<file path="src/rtl/div_unit.sv">
// div_unit: multi-cycle radix-2 restoring divider for MIPS DIV/DIVU.
// Quotient goes to LO, remainder to HI. busy stalls the pipeline while the
// divide runs; done pulses for one cycle when the result registers update.
//
// Optional feature: define DIV_FAST_PATH_EN to finish zero-operand divides
// (opa==0 or opb==0) directly from IDLE without iterating.
//
// Handshake: start is sampled only in IDLE (with flush low); the requester
// holds it until busy falls. done is a one-cycle pulse in DONE; quotient and
// remainder hold their value until the next result is produced.
// fsm_state exposes the FSM encoding (0 IDLE, 1 CALC, 2 SIGN, 3 DONE).

module div_unit #(
    parameter int WIDTH = 32,
    parameter int CNT_W = 6
) (
    input  logic             clk,
    input  logic             resetn,
    input  logic             start,
    input  logic             signed_div,
    input  logic             flush,
    input  logic [WIDTH-1:0] opa,
    input  logic [WIDTH-1:0] opb,
    output logic             busy,
    output logic             done,
    output logic [WIDTH-1:0] quotient,
    output logic [WIDTH-1:0] remainder,
    output logic [1:0]       fsm_state
);

    typedef enum logic [1:0] {
        IDLE = 2'd0,
        CALC = 2'd1,
        SIGN = 2'd2,
        DONE = 2'd3
    } state_t;

    state_t             state;
    logic [WIDTH-1:0]   rem;
    logic [WIDTH-1:0]   dvd;
    logic [WIDTH-1:0]   divisor;
    logic [CNT_W-1:0]   counter;
    logic               sign_q;
    logic               sign_r;
    logic               is_signed;

    logic [WIDTH-1:0]   opa_abs;
    logic [WIDTH-1:0]   opb_abs;
    logic [WIDTH:0]     shifted;
    logic [WIDTH-1:0]   sub;
    logic               take;
    logic [WIDTH-1:0]   rem_next;
    logic               fast_hit;
    logic [WIDTH-1:0]   fast_q;
    logic [WIDTH-1:0]   fast_r;

    assign fsm_state = state;

    // Operand magnitudes, one restoring step, and the zero-operand shortcut results
    always_comb begin
        opa_abs  = (signed_div && opa[WIDTH-1]) ? -opa : opa;
        opb_abs  = (signed_div && opb[WIDTH-1]) ? -opb : opb;
        // Compare at WIDTH+1 bits; when the subtract is taken the true
        // difference always fits in WIDTH bits, so a WIDTH-bit subtract suffices.
        shifted  = {rem, dvd[WIDTH-1]};
        take     = (shifted >= {1'b0, divisor});
        sub      = shifted[WIDTH-1:0] - divisor;
        rem_next = take ? sub : shifted[WIDTH-1:0];
`ifdef DIV_FAST_PATH_EN
        fast_hit = (opa == '0) || (opb == '0);
`else
        fast_hit = 1'b0;
`endif
        // Divide-by-zero takes priority so 0/0 matches the iterative result.
        if (opb == '0) begin
            fast_q = (signed_div && opa[WIDTH-1]) ? WIDTH'(1) : '1;
            fast_r = opa;
        end else begin
            fast_q = '0;
            fast_r = '0;
        end
    end

    // Control FSM with registered busy/done and result registers
    always_ff @(posedge clk or negedge resetn) begin
        if (!resetn) begin
            state     <= IDLE;
            busy      <= 1'b0;
            done      <= 1'b0;
            quotient  <= '0;
            remainder <= '0;
            rem       <= '0;
            dvd       <= '0;
            divisor   <= '0;
            counter   <= '0;
            sign_q    <= 1'b0;
            sign_r    <= 1'b0;
            is_signed <= 1'b0;
        end else if (flush) begin
            // Cancel wins over everything, including a same-cycle start.
            state <= IDLE;
            busy  <= 1'b0;
            done  <= 1'b0;
        end else begin
            case (state)
                IDLE: begin
                    done <= 1'b0;
                    if (start) begin
                        if (fast_hit) begin
                            quotient  <= fast_q;
                            remainder <= fast_r;
                            done      <= 1'b1;
                            busy      <= 1'b0;
                            state     <= DONE;
                        end else begin
                            rem       <= '0;
                            dvd       <= opa_abs;
                            divisor   <= opb_abs;
                            counter   <= '0;
                            is_signed <= signed_div;
                            sign_q    <= opa[WIDTH-1] ^ opb[WIDTH-1];
                            sign_r    <= opa[WIDTH-1];
                            busy      <= 1'b1;
                            state     <= CALC;
                        end
                    end
                end
                CALC: begin
                    rem     <= rem_next;
                    dvd     <= {dvd[WIDTH-2:0], take};
                    counter <= counter + 1'b1;
                    if (counter == CNT_W'(WIDTH - 1)) begin
                        state <= SIGN;
                    end
                end
                SIGN: begin
                    quotient  <= (is_signed && sign_q) ? -dvd : dvd;
                    remainder <= (is_signed && sign_r) ? -rem : rem;
                    busy      <= 1'b0;
                    done      <= 1'b1;
                    state     <= DONE;
                end
                DONE: begin
                    done  <= 1'b0;
                    state <= IDLE;
                end
                default: begin
                    busy  <= 1'b0;
                    done  <= 1'b0;
                    state <= IDLE;
                end
            endcase
        end
    end

endmodule

</file>
<file path="config.mk">
export PLATFORM = sky130hd
export DESIGN_NAME = div_unit
export DESIGN_NICKNAME = d
export VERILOG_FILES = /design/src/rtl/div_unit.sv
export SDC_FILE = /design/constraint.sdc
export NUM_CORES = 1
export LEC_CHECK = 0
export ABC_CLOCK_PERIOD_IN_PS = 3200
export BUFFER_PORTS_ARGS = -buffer_cell sky130_fd_sc_hd__buf_2
export CORE_MARGIN = 4
export CORE_UTILIZATION = 38
export CTS_CLUSTER_DIAMETER = 40
export DETAILED_ROUTE_END_ITERATION = 10
export PLACE_DENSITY = 0.64
export SYNTH_ARGS = -nofsm -noshare
export SYNTH_HDL_FRONTEND = slang
export SYNTH_SLANG_ARGS = --single-unit
</file>
<file path="constraint.sdc">
create_clock -name clk -period 3.2 [get_ports clk]
set_clock_uncertainty 0.05 [all_clocks]
set_input_delay 0.64 -clock clk [delete_from_list [all_inputs] [get_ports clk]]
set_output_delay 0.64 -clock clk [all_outputs]
set_load 0.01 [all_outputs]
</file>
==> metrics <==
initial antenna violation count=0; Seq cells post-synth=~170; DR iter-0 viols=between 600 and 700; critical path endpoint category=flip-flop; share of cells above drive strength 1=between 10% and 20%; PwrDens=approximately 1100 nW/um^2; crit start category=flip-flop; # DRC=0; I/O Buffers=~140; # IOs=~140; Pwr Total=14.5 mW; ANT nets after route=0; Max-Slew Margin vs Limit=roughly 50%; R2R Path End=rem[16]; main flop type after synthesis=dfrtp_1; most frequent cells in the layout=nand2_1 (204), o21ai_0 (194), dfrtp_1 (173); post-synthesis simple-gate area fraction=about 17%; clk sinks=about 170; Critical Path Sink=rem[16]; Setup CP Type=flip-flop to flip-flop; clock transition at the registers of the reported paths=70 ps; Ant. Diodes=0; die height=179 microns; Root Driver=clkbuf_16; full die area=32,000 sq um; post-synthesis cell area=~11,000 sq um; Starting Density=between 30% and 40%; Hold WC Path Type=input pin to async pin; top cell type's share of synthesized area=39.0%; Reg-to-Reg Start=rem[0]; worst endpoint required time=around 3500 ps; DP Worst Slack=between 60 and 70 ps; syn avg cell area=between 8 and 9 sq um; xor and xnor area share after synthesis=11.5%; GRT Total Usage=18.2%; routed vias=9,527; Yosys top cell by area=dfrtp_1; Worst Tran Pin Value=roughly 750 ps; Worst-Skew Late Latency=about 430 ps; post-synthesis cell type count=a little under 70; adder-cell share of the synthesized area=4.80%; sequential share of the synthesized area=39.0%; status=completed; number of hold buffers added after CTS=0; FP Rows=just over 60; fin nets=around 1,600; main combinational cell family by area after synthesis=compound AO/OA/AOI/OAI gates; CP arrival=3280 ps; Hold Violations, Final=0; clock tree buffer depth=2; # Max-Cap Violations=0; DPL Wire Length=around 22,000 microns; H-Tree Level Count=4; syn_nets=approximately 1,400; most common cell after layout, fill and taps aside=nand2_1; share of flip-flops with an asynchronous set or reset=100%; wire length after detailed routing=approximately 29,000 microns; met1 usage=between 20% and 30%; R2R cell count=11; Overflow after GRT=0; Die Wd=179 microns; CTS tree=done; First-pass DRT Iterations=5; busiest grt layer=met2; vias per cell=5.13; placed cell area=~12,000 sq um; final core utilization=between 40% and 50%; fin. max-slew vios=0; met3 Use GR=approximately 2.6%; TNS Setup=0 ps; synth warn=0; Post-synth EDFFs=0; RSZ-0062 raised after global routing=false; post-CTS resize count=0; first-pass GRT wire length=approximately 47,000 microns; Worst R2R Setup Slack=180 ps; largest net degree at the start of global routing=74; achievable clock frequency=approximately 0.33 GHz; final setup fails=0; Tcrit/Tclk final=approximately 95%; ranking of synthesized cells by area=dfrtp_1 (39%), o21ai_0 (8.8%), nand2_1 (6.9%), xor2_1 (5.8%), xnor2_1 (5.7%); Max IR drop VDD=~0.48 mV; fin area=between 10,000 and 15,000 sq um; met2 Use GR=27.6%; post-synthesis compound-gate area fraction=21.5%; Layout area overhead=17.3%; core area=28,800 sq um; worst setup margin=around 180 ps; number of global-route vias before repair=around 9,200; crit-path max FO=15; CP Launch Point=rem[0]; Mapped Cells=approximately 1,300; post-synthesis mux area share=under 10%; postcts setup bufs=0; fin crit period=between 3000 and 4000 ps; drt wl/cell=about 15 microns; CTS buffer count=17; LEAKAGE=around 6.1 nW; RD Place Congestion=between 0.8 and 0.9
==> flip-flops by register name (all words and copies together), names as in the netlist <==
signal and flops:
divisor 32, counter 6, sign_r 1, dvd 32, remainder 32, fsm_state 2
done 1, rem 32, sign_q 1, quotient 32, is_signed 1, busy 1
==> logic make-up after synthesis <==
group / after synthesis
and+or+nand+nor: 409
muxes: 24
AOI/OAI and AO/OA: 409
xor gates and xnor gates: 146
adders and majority gates: 42
buffers and inverters: 117
DFF: 173
==> synth_stat cells (11+ instances only) <==
library cell and instances:
nand2b_1 14, o21ai_1 11, xor2_1 74, a21o_1 18, mux2i_1 22, nor3_1 17, dfrtp_1 173, or3_1 16
a32oi_1 12, o31ai_1 18, o21ai_0 194, clkbuf_1 53, inv_1 54, nor2_1 90, a21oi_1 106, nand2_1 204
ha_1 41, xnor2_1 72
==> critical path: stages (launching register included) <==
cell and delay [ps]:
dfrtp_1 420, ha_1 320, nor2b_1 140, o31a_1 280
o31ai_2 210, nand2_1 160, a31oi_4 220, o22ai_2 130
a211oi_4 410, buf_6 240, mux2i_1 210, o21ai_0 100
==> final cells by class <==
| class | count | area, sq um |
|---|---|---|
| inverter | 54 | 203 |
| multi-input combinational | 1030 | 6340 |
| fill | 2845 | 15800 |
| clock inverter | 14 | 135 |
| timing repair buffer | 184 | 1100 |
| sequential | 173 | 4330 |
| tap | 384 | 480 |
| clock buffer | 17 | 425 |
==> metal layers <==
layer / part of all wire (%) / up-vias / wire (microns)
met1: 51 / 4437 / 14500
li1: - / 4881 / -
met3: 4.8 / 22 / 1360
met4: 1.1 / 0 / 327
met5: 0 / - / 0
met2: 43 / 187 / 12400
==> worst min-delay path by stage <==
stage,startpoint,end,depth (start not counted),slack [ps]
5_1_grt,resetn,quotient[8],1,190
6_report,resetn,quotient[8],1,140
3_5_place_dp,remainder[13],remainder[13],2,420
2_1_floorplan,resetn,busy,0,290
3_3_place_gp,quotient[16],quotient[16],2,410
4_1_cts,resetn,quotient[8],1,160
==> stage by stage <==
step | cells | hold WS [ps]
2_1_floorplan | 1320 | 294
3_3_place_gp | 1825 | 409
6_report | 1856 | 139
3_5_place_dp | 1825 | 417
4_1_cts | 1856 | 161
5_1_grt | 1856 | 193
==> where the power goes <==
part	switching, mW	internal (mW)	total (mW)
logic	4.84	3.61	8.45
registers	0.868	3.15	4.02
clock network	0.923	1.08	2.01
Note: power is estimated with default switching activity, not from simulation.
